<file path="config.mk">
export PLATFORM = sky130hd
export DESIGN_NAME = load_store_unit
export DESIGN_NICKNAME = d
export VERILOG_FILES = /design/src/rtl/lsu_pkg.sv /design/src/rtl/lsu_lane_align.sv /design/src/rtl/load_store_unit.sv
export SDC_FILE = /design/constraint.sdc
export NUM_CORES = 1
export LEC_CHECK = 0
export CORE_AREA = 2 2 98 194
export DETAILED_ROUTE_END_ITERATION = 8
export DIE_AREA = 0 0 100 196
export GPL_ROUTABILITY_DRIVEN = 1
export GPL_TIMING_DRIVEN = 0
export MAX_ROUTING_LAYER = met4
export PLACE_DENSITY = 0.9
export SYNTH_ARGS = -nofsm -noshare
export SYNTH_HDL_FRONTEND = slang
export SYNTH_HIERARCHICAL = 1
export SYNTH_SLANG_ARGS = --single-unit
export TNS_END_PERCENT = 100
</file>
<file path="constraint.sdc">
create_clock -name clk -period 7.85 [get_ports clk]
set_input_delay 1.57 -clock clk [delete_from_list [all_inputs] [get_ports clk]]
set_output_delay 1.57 -clock clk [all_outputs]
set_load 0.01 [all_outputs]
</file>
<file path="src/rtl/lsu_pkg.sv">
// Shared types and constants for the RV32I load/store unit: FSM states, funct3 codes
// and the access-legality check.
package lsu_pkg;

   typedef enum logic [2:0] {
      IDLE = 3'd0,
      RD   = 3'd1,
      WAIT = 3'd2,
      WR   = 3'd3,
      RESP = 3'd4
   } lsu_state_t;

   localparam logic [2:0] F3_B         = 3'd0;
   localparam logic [2:0] F3_H         = 3'd1;
   localparam logic [2:0] F3_W         = 3'd2;
   localparam logic [2:0] F3_BU        = 3'd4;
   localparam logic [2:0] F3_HU        = 3'd5;
   localparam logic [2:0] DMEM_WORD_F3 = 3'b010;

   // Misaligned halves/words and unused funct3 codes are rejected before touching memory.
   function automatic logic access_fault(input logic       we,
                                         input logic [2:0] funct3,
                                         input logic [1:0] off);
      logic fault;
      fault = 1'b1;
      if (we) begin
         case (funct3)
            F3_B:    fault = 1'b0;
            F3_H:    fault = off[0];
            F3_W:    fault = |off;
            default: fault = 1'b1;
         endcase
      end else begin
         case (funct3)
            F3_B, F3_BU: fault = 1'b0;
            F3_H, F3_HU: fault = off[0];
            F3_W:        fault = |off;
            default:     fault = 1'b1;
         endcase
      end
      return fault;
   endfunction

endpackage

</file>
<file path="src/rtl/lsu_lane_align.sv">
// Combinational lane logic: extracts and extends a byte/half/word from a memory word,
// and merges store data into the addressed lane of a word for read-modify-write.
module lsu_lane_align
   import lsu_pkg::*;
(
   input  logic [31:0] word,
   input  logic [31:0] wdata,
   input  logic [1:0]  off,
   input  logic [2:0]  funct3,
   output logic [31:0] load_data,
   output logic [31:0] merged
);

   logic signed [7:0]  byte_s;
   logic signed [15:0] half_s;

   always_comb begin
      byte_s    = word[{off, 3'b000} +: 8];
      half_s    = word[{off[1], 4'b0000} +: 16];
      load_data = 32'd0;
      case (funct3)
         F3_B:    load_data = 32'(byte_s);
         F3_H:    load_data = 32'(half_s);
         F3_W:    load_data = word;
         F3_BU:   load_data = {24'd0, byte_s};
         F3_HU:   load_data = {16'd0, half_s};
         default: load_data = 32'd0;
      endcase
   end

   always_comb begin
      merged = word;
      case (funct3)
         F3_B:    merged[{off, 3'b000} +: 8]     = wdata[7:0];
         F3_H:    merged[{off[1], 4'b0000} +: 16] = wdata[15:0];
         F3_W:    merged = wdata;
         default: merged = word;
      endcase
   end

endmodule

</file>
<file path="src/rtl/load_store_unit.sv">
// RV32I data-side load/store unit: word-only dmem access, sub-word RMW stores, fault detection.
// Optional performance counters are built when LSU_PERF_CNT_EN is defined.
module load_store_unit
   import lsu_pkg::*;
#(
   parameter int DMEM_RD_LAT = 1
) (
   input  logic        clk,
   input  logic        reset_n,
   input  logic        req_valid,
   output logic        req_ready,
   input  logic        req_we,
   input  logic [2:0]  req_funct3,
   input  logic [31:0] req_addr,
   input  logic [31:0] req_wdata,
   input  logic [4:0]  req_rd,
   output logic        resp_valid,
   output logic [31:0] resp_rdata,
   output logic [4:0]  resp_rd,
   output logic        resp_fault,
   output logic        dmem_wren,
   output logic [2:0]  dmem_funct3,
   output logic [31:0] dmem_address,
   output logic [31:0] dmem_data_in,
   input  logic [31:0] dmem_data_out,
   output logic [31:0] perf_loads,
   output logic [31:0] perf_stores,
   output logic [31:0] perf_faults
);

   localparam int CNT_W = (DMEM_RD_LAT > 1) ? $clog2(DMEM_RD_LAT) : 1;
   localparam logic [CNT_W-1:0] WAIT_LAST = CNT_W'(DMEM_RD_LAT - 1);

   lsu_state_t       state;
   logic [CNT_W-1:0] wait_cnt;
   logic             accept;

   logic             op_we_p0;
   logic [2:0]       op_funct3_p0;
   logic [1:0]       op_off_p0;
   logic [31:0]      op_wdata_p0;
   logic [4:0]       op_rd_p0;

   logic [31:0]      load_data;
   logic [31:0]      merged;

   assign accept      = req_valid && req_ready;
   assign dmem_funct3 = DMEM_WORD_F3;

   // Request capture: datapath fields only, held for the whole transaction
   always_ff @(posedge clk) begin
      if (accept) begin
         op_we_p0     <= req_we;
         op_funct3_p0 <= req_funct3;
         op_off_p0    <= req_addr[1:0];
         op_wdata_p0  <= req_wdata;
         op_rd_p0     <= req_rd;
      end
   end

   lsu_lane_align u_lane_align (
      .word      (dmem_data_out),
      .wdata     (op_wdata_p0),
      .off       (op_off_p0),
      .funct3    (op_funct3_p0),
      .load_data (load_data),
      .merged    (merged)
   );

   always_ff @(posedge clk or negedge reset_n) begin
      if (!reset_n) begin
         state        <= IDLE;
         wait_cnt     <= '0;
         req_ready    <= 1'b1;
         resp_valid   <= 1'b0;
         resp_fault   <= 1'b0;
         resp_rdata   <= 32'd0;
         resp_rd      <= 5'd0;
         dmem_wren    <= 1'b0;
         dmem_address <= 32'd0;
         dmem_data_in <= 32'd0;
      end else begin
         resp_valid <= 1'b0;
         case (state)
            IDLE: begin
               if (accept) begin
                  req_ready <= 1'b0;
                  if (access_fault(req_we, req_funct3, req_addr[1:0])) begin
                     state      <= RESP;
                     resp_valid <= 1'b1;
                     resp_fault <= 1'b1;
                     resp_rdata <= 32'd0;
                     resp_rd    <= req_rd;
                  end else begin
                     dmem_address <= {req_addr[31:2], 2'b00};
                     if (req_we && req_funct3 == F3_W) begin
                        // Full-word store needs no read
                        state        <= WR;
                        dmem_wren    <= 1'b1;
                        dmem_data_in <= req_wdata;
                     end else begin
                        state <= RD;
                     end
                  end
               end
            end
            RD: begin
               wait_cnt <= '0;
               state    <= WAIT;
            end
            WAIT: begin
               if (wait_cnt == WAIT_LAST) begin
                  if (op_we_p0) begin
                     state        <= WR;
                     dmem_wren    <= 1'b1;
                     dmem_data_in <= merged;
                  end else begin
                     state      <= RESP;
                     resp_valid <= 1'b1;
                     resp_fault <= 1'b0;
                     resp_rdata <= load_data;
                     resp_rd    <= op_rd_p0;
                  end
               end else begin
                  wait_cnt <= wait_cnt + 1'b1;
               end
            end
            WR: begin
               state      <= RESP;
               dmem_wren  <= 1'b0;
               resp_valid <= 1'b1;
               resp_fault <= 1'b0;
               resp_rdata <= 32'd0;
               resp_rd    <= op_rd_p0;
            end
            RESP: begin
               state     <= IDLE;
               req_ready <= 1'b1;
            end
            default: begin
               state     <= IDLE;
               req_ready <= 1'b1;
               dmem_wren <= 1'b0;
            end
         endcase
      end
   end

`ifdef LSU_PERF_CNT_EN
   logic [31:0] cnt_loads, cnt_stores, cnt_faults;

   // Completion classification uses the still-held request fields during RESP
   always_ff @(posedge clk or negedge reset_n) begin
      if (!reset_n) begin
         cnt_loads  <= 32'd0;
         cnt_stores <= 32'd0;
         cnt_faults <= 32'd0;
      end else if (resp_valid) begin
         if (resp_fault)    cnt_faults <= cnt_faults + 32'd1;
         else if (op_we_p0) cnt_stores <= cnt_stores + 32'd1;
         else               cnt_loads  <= cnt_loads + 32'd1;
      end
   end

   assign perf_loads  = cnt_loads;
   assign perf_stores = cnt_stores;
   assign perf_faults = cnt_faults;
`else
   assign perf_loads  = 32'd0;
   assign perf_stores = 32'd0;
   assign perf_faults = 32'd0;
`endif

endmodule

</file>
# == Word level (Yosys, flattened, before mapping) ==
# Cells that the tools add are included.
# op_classes
addsub,3
mul,0
eq_ne,19
shifts,6
mux,51
bitwise_logic,3
div,0
reduce_logical,19
magnitude_cmp,0
# op_table
operator,n
two-way mux 32 bit,9
one-hot mux 32 bit (3 select lines),2
one-hot mux 32 bit (5 select lines),1
bitwise mux 32 bit,2
one-hot mux 32 bit (2 select lines),1
variable shift 16 x 7 -> 32 bit (first input constant),1
variable shift 8 x 7 -> 32 bit (first input constant),1
indexed part select 16 x 7 -> 32 bit,1
indexed part select 32 x 6 -> 16 bit,1
indexed part select 32 x 6 -> 8 bit,1
indexed part select 8 x 7 -> 32 bit,1
two-way mux 5 bit,4
two-way mux 1 bit,18
== test 3 bit (second input constant),5
one-hot mux 1 bit (3 select lines),5
one-hot mux 5 bit (3 select lines),1
inequality test 2 bit (second input constant),7
negation 5 -> 7 bit,2
== test 3 x 2 -> 1 bit (second input constant),4
two-way mux 3 bit,4
one-hot mux 3 bit (4 select lines),1
AND reduction 6 bit,2
== test 3 x 1 -> 1 bit (second input constant),3
zero test 3 bit,3
12 further kinds,21
# word_totals
ff_bits,150
out_inout_bits,204
inputBits,108
rom_bits,0
ramBits,0
memories,0
latchBits,0

# == Depth between registers and ports, before layout ==
# depth
ltp_word,9
depth_mapped,11
ltp_nobuf,8

# == Modules after synthesis ==
# The synthesis kept the hierarchy.
# modules_own_cells
mod,cells_each,area_each_um2,seq_area_each_um2,instances
load_store_unit,448,6581.3,3945.0,1
lsu_lane_align,340,2135.8,0.0,1

# == Worst setup path before layout ==
# Ideal clock, no wire load.
# synth_path
path_kind,input to register
startpoint,in req_valid
endpoint,reg dmem_address[10]
slack_ns,4.380
arrival_ns,3.343
setup_ns,0.128
required_ns,7.722
path_buffers,1
stages,5
cell_sequence,nand2_1 -> inv_1 -> nand3_1 -> buf_2 -> mux2_1
# synth_via
elab_chain_len,2
# synth_rtl
item,line,rtl
"start, declared",load_store_unit.sv:10,"input logic req_valid,"
logical AND 1 bit,load_store_unit.sv:47,assign accept = req_valid && req_ready;
named net accept,load_store_unit.sv:36,logic accept;
AND reduction 3 bit (no source line),-,
"end signal, assigned",load_store_unit.sv:95,"dmem_address <= {req_addr[31:2], 2'b00};"
"end, declared",load_store_unit.sv:23,"output logic [31:0] dmem_address,"
# The timed path passes the listed nets, and every way through them passes these cells.
# A chain may end at the register's enable or synchronous reset.

# == Final worst setup path ==
# layout_path
startpoint,in req_valid
endpoint,reg dmem_address[21]
# The elaborated chain is that of the path after synthesis.

==> flow_summary.json <==
{
  "status": "completed",
  "worstHoldStart": "resp_fault",
  "hp-class": "reg -> reg",
  "coreArea_um2": 18220,
  "gr-total-overflow": 0,
  "row_count": 70,
  "netlist_area_um2": 8717,
  "die_w_um": 100,
  "wirelength_um": 29240,
  "syn_area_per_cell_um2": 11.06,
  "die_h_um": 196,
  "synth_top_family_by_area": "compound AO/OA/AOI/OAI gates",
  "antenna_left": 0,
  "io_pins": 312,
  "relSlewSlack": 0.3351,
  "max_cap_violations": 0,
  "ys_seq_elements": 149,
  "num_vias": 7477,
  "yosys.area.top_type": "dfrtp_1",
  "finClkSkew_ns": 0.01046,
  "drc": 0,
  "synthDistinctLibCells": 57,
  "p_leak_nw": 5.574,
  "cts_made_buffers": 17,
  "cp_max_fo": 44,
  "synth_mux_area_frac": 0.1741,
  "diodes": 0,
  "drt_iter0_markers": 439,
  "yosys_warnings": 6,
  "ys_async_sr_fraction": 0.7114,
  "grt_max_degree": 56,
  "dpl.hpwl_um": 23280,
  "grtUsageTotal": 0.3087,
  "period_needed_ns": 3.783,
  "clk_path_buf_depth": 2,
  "cts_tree": "built",
  "synthXorXnorAreaFrac": 0,
  "via_per_inst": 5.559,
  "achievable-frequency_ghz": 0.2643,
  "fin_crit_sh": 0.4819,
  "fin_tns_setup_ns": 0,
  "clock_latency_ns": 0.43,
  "crit_type": "in -> reg",
  "clk_pin_slew_ns": 0.06,
  "synthCells": 788,
  "setup_ws_ns": 4.067,
  "die_area_um2": 19600,
  "initial_utilization": 0.4785,
  "final_core_util": 0.6644,
  "drtPass1Iterations": 5,
  "worst-endpoint-required_ns": 8.15,
  "crit_start": "req_valid",
  "critical_path_arrival_ns": 4.08,
  "gp_congestion": 1.020,
  "preCtsSetupSlack_ns": 3.631,
  "worstSetupEndpointType": "flip-flop",
  "critical_path.reg2reg.startpoint": "op_off_p0[1]",
  "power_mw": 2.217,
  "grt_pass1_vias": 7702,
  "area_growth_pct": 38.84,
  "postCtsSetupRepairBufs": 0,
  "cts_resized": 0,
  "grt_pass1_wl_um": 43690,
  "synth_flop_cell": "dfrtp_1",
  "cp-endpoint": "dmem_address[21]",
  "fillers": 1447,
  "rsz0062_at_grt": "false",
  "r2r_slack_ns": 4.43,
  "tightest_slew_ns": 0.9959,
  "hold_viol_final": 0,
  "peakVddDrop_mv": 0.1534,
  "netlist.area_leader.share": 0.3014,
  "rr_worst_depth": 11,
  "yosys.area_share.simple": 0.05540,
  "antenna_found_initial": 0,
  "cts.sinks": 149,
  "synth_compound_area_frac": 0.1865,
  "synthTopCellsByArea": "dfrtp_1 (30%), edfxtp_1 (15%), buf_4 (8.7%)",
  "maxSlewViolCount": 0,
  "portBuffers": 210,
  "fin_hold_ws_ns": 0.4834,
  "reg2reg_to": "dmem_data_in[15]",
  "drive_gt1_frac": 0.1895,
  "synthAdderAreaFrac": 0.007177,
  "p_per_area_nw_per_um2": 183.2,
  "ctsHoldBuffers": 0,
  "setup_viol": 0,
  "wl_per_cell_um": 21.74,
  "nets": 1230,
  "start_kind": "input port",
  "h-tree-depth": 4,
  "synth_edf_count": 43,
  "ys_seq_area_frac": 0.4526,
  "cts-root-buf": "clkbuf_16"
}
==> kinds of logic after synthesis <==
family                   Yosys count
AO/OA/AOI/OAI                    242
buffers and inverters            167
flip-flops                       149
multiplexers                     134
AND/OR/NAND/NOR                   89
adder cells (fa/ha/maj)            5
other                              2
==> stage by stage <==
| step | cell area, µm² | cells |
|---|---|---|
| 2_1_floorplan | 9089 | 887 |
| 3_5_place_dp | 11490 | 1314 |
| 6_report | 12100 | 1345 |
| 5_1_grt | 12100 | 1345 |
| 3_3_place_gp | 11460 | 1313 |
| 4_1_cts | 12100 | 1345 |
==> registers in the layout (all words and copies together) (netlist names) <==
name          count
resp_rd           5
state             3
resp_valid        1
dmem_address     30
op_funct3_p0      3
dmem_wren         1
req_ready         1
op_wdata_p0      32
resp_rdata       32
dmem_data_in     32
resp_fault        1
op_off_p0         2
op_we_p0          1
op_rd_p0          5
==> metal layers <==
metal,track usage,vias to the layer above,part of all wire
li1,-,3360,-
met1,0.2979,3555,0.32
met2,0.5460,448,0.53
met3,0.05201,114,0.068
met4,0.2166,0,0.081
met5,-,-,0
==> how the worst min path moves through the flow <==
stage	depth (start not counted)	to	slack, ns
2_1_floorplan	2	req_ready	0.50
3_3_place_gp	1	resp_fault	0.47
3_5_place_dp	1	resp_fault	0.47
4_1_cts	1	resp_fault	0.49
5_1_grt	1	resp_fault	0.50
6_report	1	resp_fault	0.48
==> cell type report <==
cell class / count / area, µm² / area share
Clock buffer: 20 / 467.9 / 0.03866
Multi-Input combinational cell: 571 / 4068 / 0.3361
Sequential cell: 149 / 3945 / 0.3260
Inverter: 11 / 41.29 / 0.003412
Clock inverter: 11 / 148.9 / 0.01230
Buffer: 156 / 1035 / 0.08550
Tap cell: 216 / 270.3 / 0.02233
Timing Repair Buffer: 211 / 2127 / 0.1757
==> synthesized netlist by cell type, drive strengths merged, types with 11 or more instances <==
master,number
buf,128
mux2,106
dfrtp,105
a21oi,75
o21ai,45
edfxtp,43
a22o,41
clkbuf,28
nor2,28
mux2i,26
a21o,23
nand2,22
inv,11
==> power by group <==
part | switching, mW | internal [mW]
Sequential | 0.0438 | 0.875
Combinational | 0.173 | 0.271
Clock | 0.328 | 0.526
==> cells in the final DEF, fill, tap and decap left out, drive strengths merged, types with 3 or more instances in the layout <==
| master | instances |
|---|---|
| clkdlybuf4s50 | 209 |
| buf | 130 |
| mux2 | 106 |
| dfrtp | 105 |
| conb | 101 |
| a21oi | 75 |
| clkbuf | 48 |
| o21ai | 45 |
| edfxtp | 43 |
| a22o | 41 |
| nor2 | 28 |
| mux2i | 26 |
| a21o | 23 |
| nand2 | 22 |
| inv | 12 |
| o32a | 10 |
| o21bai | 9 |
| nand3 | 8 |
| a221o | 8 |
| a31oi | 7 |
| nand2b | 5 |
| ha | 5 |
| nor2b | 4 |
| o22ai | 4 |
| a211oi | 4 |
| o21a | 4 |
| nor3 | 4 |
| clkinv | 4 |
| bufinv | 3 |
| clkinvlp | 3 |
==> worst max-delay path, cell delays in order <==
cell and delay, ns:
clkdlybuf4s50_1 0.49, nand2_1 0.17, inv_2 0.77, nand3_1 0.39, buf_2 0.33, mux2_1 0.36
Power figures use the tool's default switching activity.
